`src/rtl/alu_exec_stage.sv`:
```
// Registered ALU execute stage with a one-entry skid buffer behind the output register.
// 1-cycle latency when the output register is free or draining; in_ready is registered and drops only when the skid entry is occupied.
module alu_exec_stage #(
  parameter int XLEN = 32
) (
  input  logic            clk,
  input  logic            rst_n,
  input  logic            in_valid,
  output logic            in_ready,
  input  logic [2:0]      alu_ctrl,
  input  logic [2:0]      funct3,
  input  logic [XLEN-1:0] src_a,
  input  logic [XLEN-1:0] src_b,
  input  logic [4:0]      rd,
  input  logic            flush,
  output logic            out_valid,
  input  logic            out_ready,
  output logic [XLEN-1:0] result,
  output logic            zero,
  output logic [4:0]      out_rd
);

  localparam logic [2:0] OP_ADD  = 3'b000;
  localparam logic [2:0] OP_SUB  = 3'b001;
  localparam logic [2:0] OP_ANDX = 3'b010;
  localparam logic [2:0] OP_ORSR = 3'b011;
  localparam logic [2:0] OP_SLL  = 3'b100;
  localparam logic [2:0] OP_SLT  = 3'b101;
  localparam logic [2:0] OP_SLTU = 3'b110;
  localparam logic [2:0] OP_SRA  = 3'b111;

  logic [XLEN-1:0] alu_res;
  logic            alu_zero;
  logic [4:0]      shamt;

  logic            out_valid_q, out_valid_d;
  logic [XLEN-1:0] result_q, result_d;
  logic            zero_q, zero_d;
  logic [4:0]      out_rd_q, out_rd_d;

  logic            skid_full_q, skid_full_d;
  logic [XLEN-1:0] skid_res_q, skid_res_d;
  logic            skid_zero_q, skid_zero_d;
  logic [4:0]      skid_rd_q, skid_rd_d;

  logic            in_ready_q, in_ready_d;

  logic            accept;
  logic            out_free;

  assign shamt = src_b[4:0];

  always_comb begin
    alu_res = '0;
    unique case (alu_ctrl)
      OP_ADD:  alu_res = src_a + src_b;
      OP_SUB:  alu_res = src_a - src_b;
      OP_ANDX: alu_res = (funct3 == 3'b111) ? (src_a & src_b) : (src_a ^ src_b);
      OP_ORSR: alu_res = (funct3 == 3'b110) ? (src_a | src_b) : (src_a >> shamt);
      OP_SLL:  alu_res = src_a << shamt;
      OP_SLT:  alu_res = {{(XLEN-1){1'b0}}, ($signed(src_a) < $signed(src_b))};
      OP_SLTU: alu_res = {{(XLEN-1){1'b0}}, (src_a < src_b)};
      OP_SRA:  alu_res = $unsigned($signed(src_a) >>> shamt);
      default: alu_res = '0;
    endcase
  end

  assign alu_zero = (alu_res == '0);

  assign accept   = in_valid && in_ready_q && !flush;
  // Output register may be loaded when it is empty or handing off this edge.
  assign out_free = !out_valid_q || out_ready;

  always_comb begin
    out_valid_d = out_valid_q;
    result_d    = result_q;
    zero_d      = zero_q;
    out_rd_d    = out_rd_q;
    skid_full_d = skid_full_q;
    skid_res_d  = skid_res_q;
    skid_zero_d = skid_zero_q;
    skid_rd_d   = skid_rd_q;

    if (flush) begin
      out_valid_d = 1'b0;
      skid_full_d = 1'b0;
    end else if (out_free) begin
      if (skid_full_q) begin
        out_valid_d = 1'b1;
        result_d    = skid_res_q;
        zero_d      = skid_zero_q;
        out_rd_d    = skid_rd_q;
        skid_full_d = accept;
        if (accept) begin
          skid_res_d  = alu_res;
          skid_zero_d = alu_zero;
          skid_rd_d   = rd;
        end
      end else if (accept) begin
        out_valid_d = 1'b1;
        result_d    = alu_res;
        zero_d      = alu_zero;
        out_rd_d    = rd;
      end else begin
        out_valid_d = 1'b0;
      end
    end else if (accept) begin
      skid_full_d = 1'b1;
      skid_res_d  = alu_res;
      skid_zero_d = alu_zero;
      skid_rd_d   = rd;
    end

    in_ready_d = !skid_full_d;
  end

  always_ff @(posedge clk) begin
    if (!rst_n) begin
      out_valid_q <= 1'b0;
      result_q    <= '0;
      zero_q      <= 1'b0;
      out_rd_q    <= '0;
      skid_full_q <= 1'b0;
      skid_res_q  <= '0;
      skid_zero_q <= 1'b0;
      skid_rd_q   <= '0;
      in_ready_q  <= 1'b0;
    end else begin
      out_valid_q <= out_valid_d;
      result_q    <= result_d;
      zero_q      <= zero_d;
      out_rd_q    <= out_rd_d;
      skid_full_q <= skid_full_d;
      skid_res_q  <= skid_res_d;
      skid_zero_q <= skid_zero_d;
      skid_rd_q   <= skid_rd_d;
      in_ready_q  <= in_ready_d;
    end
  end

  assign in_ready  = in_ready_q;
  assign out_valid = out_valid_q;
  assign result    = result_q;
  assign zero      = zero_q;
  assign out_rd    = out_rd_q;

endmodule

```
`config.mk`:
```
export PLATFORM = sky130hd
export DESIGN_NAME = alu_exec_stage
export DESIGN_NICKNAME = d
export VERILOG_FILES = /design/src/rtl/alu_exec_stage.sv
export SDC_FILE = /design/constraint.sdc
export NUM_CORES = 1
export LEC_CHECK = 0
export ABC_AREA = 1
export CORE_MARGIN = 5
export CORE_UTILIZATION = 55
export DETAILED_ROUTE_END_ITERATION = 7
export PLACE_DENSITY = 0.82
export SYNTH_ARGS = -nofsm -noshare
export SYNTH_HDL_FRONTEND = slang
export SYNTH_SLANG_ARGS = --single-unit
```
`constraint.sdc`:
```
create_clock -name clk -period 4.69 [get_ports clk]
set_clock_uncertainty 0.2 [all_clocks]
set_input_delay 1.1725 -clock clk [delete_from_list [all_inputs] [get_ports clk]]
set_output_delay 1.1725 -clock clk [all_outputs]
set_load 0.05 [all_outputs]
```
==> metrics.cfg <==
[place]
port_buffers = 119
place_ws_ps = -457
gp_congestion = 1.19
hpwl_um = 54600
placed_cells = 3190

[global_routing]
grt_pass1_wl_um = 100000
grt_pass1_vias = 17700
grt_max_degree = 84
antenna_found_initial = 2
overflow = 0
grtUsageTotal = 0.449

[detailed_routing]
via_count = 19600
ant_nets = 0
wl_per_cell_um = 20.9
drt_wl_total_um = 67000
drc_errors = 2
viasPerCell = 6.11
first_iter_violations = 3546
first_pass_iters = 8

[clock_network]
cts_setup_buffers = 0
clkTransAtPathRegs_ps = 70
clkLatencyLatePin_ps = 340
ctsResizeCount = 1
h-tree-depth = 3
max-clock-path-buffers = 2
cts_sinks = 79
cts-root-buf = clkbuf_16
cts_tree = done
numCtsBuffers = 9
hold_buffers = 0

[pwr]
leakagePower_uw = 0.00910
power_uw = 3250
peakVddDrop_mv = 0.285
power_density_nw_per_um2 = 193

[cells_and_area]
fin_cells = 3206
drive_gt1_frac = 0.107
nets = 3050
area_delta_synth_final_pct = 21.3
final_core_util = 0.672
diodes = 0

[sta]
post-route-min-period_ps = 4500
layout_setup_ws_ps = 187
finalSetupViolations = 0
finalCritPeriodShare = 0.960
tightest_slew_ps = 892
slew_headroom = 0.405
finalHoldViolations = 0
final_max_slew_viol_count = 0
tns_ps = 0
rsz0062_at_grt = false
fmax_mhz = 222

[synthesis]
synth_area_per_cell_um2 = 5.23
synth_top_area_share = 0.219
synth-seq-cells = 79
synth_edf_count = 0
netlist_instances = 2655
synthesis.nets = 2834
synth-seq-area-share = 0.114
netlist_area_um2 = 13900
synth_top_area_cell = nand2_1
synth-async-reset-ratio = 0
synth.distinct_cells = 47
ys_warn_count = 0
synth-main-ff-cell = dfxtp_1
synthTopCellsByArea = nand2_1 (22%), nand3_1 (18%), dfxtp_1 (11%)

[worst_setup_path]
cpMostUsedCell = nand2_1
cp_num_buf_inv = 4
arrival_ps = 4580
cp-end-kind = flop
worstPathRequired_ps = 4770
cp_slowest_cell = clkdlybuf4s50_1
critPathTopFamily = simple AND/OR/NAND/NOR gates
critPathLaunchType = input port
crit_fanout = 5
crit_path_cell_trace = clkdlybuf4s50_1 -> inv_1 -> ha_1 -> inv_2 -> nand2_1 -> nor2_1 -> nand2_1 -> nand2_2 -> buf_4 -> o21ai_0 -> a21oi_1 -> nor2_1 -> nand3_1 -> nor2_2 -> nand2_1 -> nor2_1 -> nand2_1 -> nor2_1 -> nand2_1 -> nand2_1 -> nand2_1 -> a21oi_2
critPathKind = input port to flop
cpPeakStageDelay_ps = 470

[floorplan]
initial_core_util = 0.554
die_width_um = 169
num_rows = 58
coreArea_um2 = 25000
die_area_um2 = 28500
ios = 120
chipHeight_um = 169

[run_status]
violations = DRC
status = finished with violations

[min_path]
worstHoldPathType = flop to flop

[run]
maxCapViolCount = 0

-- synthesized netlist by cell type, types with 2 or more instances --
cell type,number
a21o_1,3
a21oi_1,204
a21oi_2,2
a31oi_1,8
and2_1,4
and3_1,2
buf_1,6
buf_2,49
buf_4,9
buf_6,11
clkbuf_1,55
clkbuf_2,4
clkbuf_8,3
clkinv_1,4
dfxtp_1,79
fa_1,2
ha_1,97
inv_1,324
inv_2,11
inv_4,2
nand2_1,808
nand2_2,10
nand2_4,2
nand3_1,487
nand3_2,5
nand4_1,21
nor2_1,211
nor2_2,11
nor3_1,20
nor3_2,4
nor4_1,2
o211ai_1,32
o21a_1,2
o21ai_0,133
o21ai_1,3
o21bai_1,10
or2_2,2
xor2_1,4
-- where the power goes --
| group | leakage, uW | total (uW) | switching, uW | internal (uW) |
|---|---|---|---|---|
| clock | 0.000151 | 739 | 315 | 424 |
| combinational | 0.00831 | 1820 | 1190 | 629 |
| sequential | 0.000638 | 684 | 4.66 | 679 |
| total | 0.00910 | 3250 | 1510 | 1730 |
-- cells in the final DEF, fill, tap and decap left out, drive strengths merged, types with 4 or more instances in the layout --
cell and n:
a21oi 206, a31oi 8, and2 4, buf 227, clkbuf 9, clkdlybuf4s50 115
clkinv 7, dfxtp 79, ha 97, inv 339, nand2 820, nand3 492
nand4 21, nor2 222, nor3 24, o211ai 32, o21ai 137, o21bai 10
xor2 4
-- metal layers --
metal / wire [um] / global-route usage / vias to the layer above
li1: - / - / 9034
met1: 24800 / 0.575 / 8631
met2: 27600 / 0.686 / 1574
met3: 8900 / 0.0981 / 334
met4: 5640 / 0.282 / 4
met5: 23 / 0 / -
-- path summary, 6_finish.rpt --
path / startpoint / cells after the start / end / slack (ps)
worst max-delay path: src_a[3] / 22 / zero / 190
worst min-delay path: result[27] / 2 / result[27] / 260
worst max register to register: skid_full_q / 9 / skid_res_q[25] / 1890
worst min register to register: result[27] / 2 / result[27] / 260
-- worst reg2reg max path, stage by stage (launching register included) --
cell and delay [ps]:
dfxtp_1 400, buf_4 270, clkinv_1 90, nand2_1 50, nand2_1 50, buf_4 320, clkinv_1 570, buf_4 430
o21ai_0 220, a21oi_1 80
-- area by class of cell --
type	instances	area (um2)
multi-input cells	2097	10300
fillers	2450	8210
repair buffers	343	2910
flip-flops and latches	79	1580
inverters	341	1280
well taps	330	413
clock buffers	9	225
clock inverters	7	91.3
-- flip-flops by register name, indices dropped and copies added (netlist names) --
signal       cells
in_ready         1
out_rd           5
out_valid        1
result          32
skid_full_q      1
skid_rd_q        5
skid_res_q      32
skid_zero_q      1
zero             1
-- per-stage QoR --
stage / area (um2) / hold WS, ps
after global placement: 16500 / 252
after detailed placement: 16500 / 256
final: 16800 / 264
after global routing: 16800 / 282
after CTS: 16800 / 266
after floorplan: 13900 / 251
-- cells by family (layout without fill, tap and decap cells) --
group	after synthesis	after routing	synth area share
fa+ha+maj	99	99	0.0903
buf+inv	479	700	0.146
simple gates	1593	1593	0.492
xor+xnor	4	4	0.00252
compound gates	401	401	0.155
flops	79	79	0.114
(Power assumes the default switching activity.)
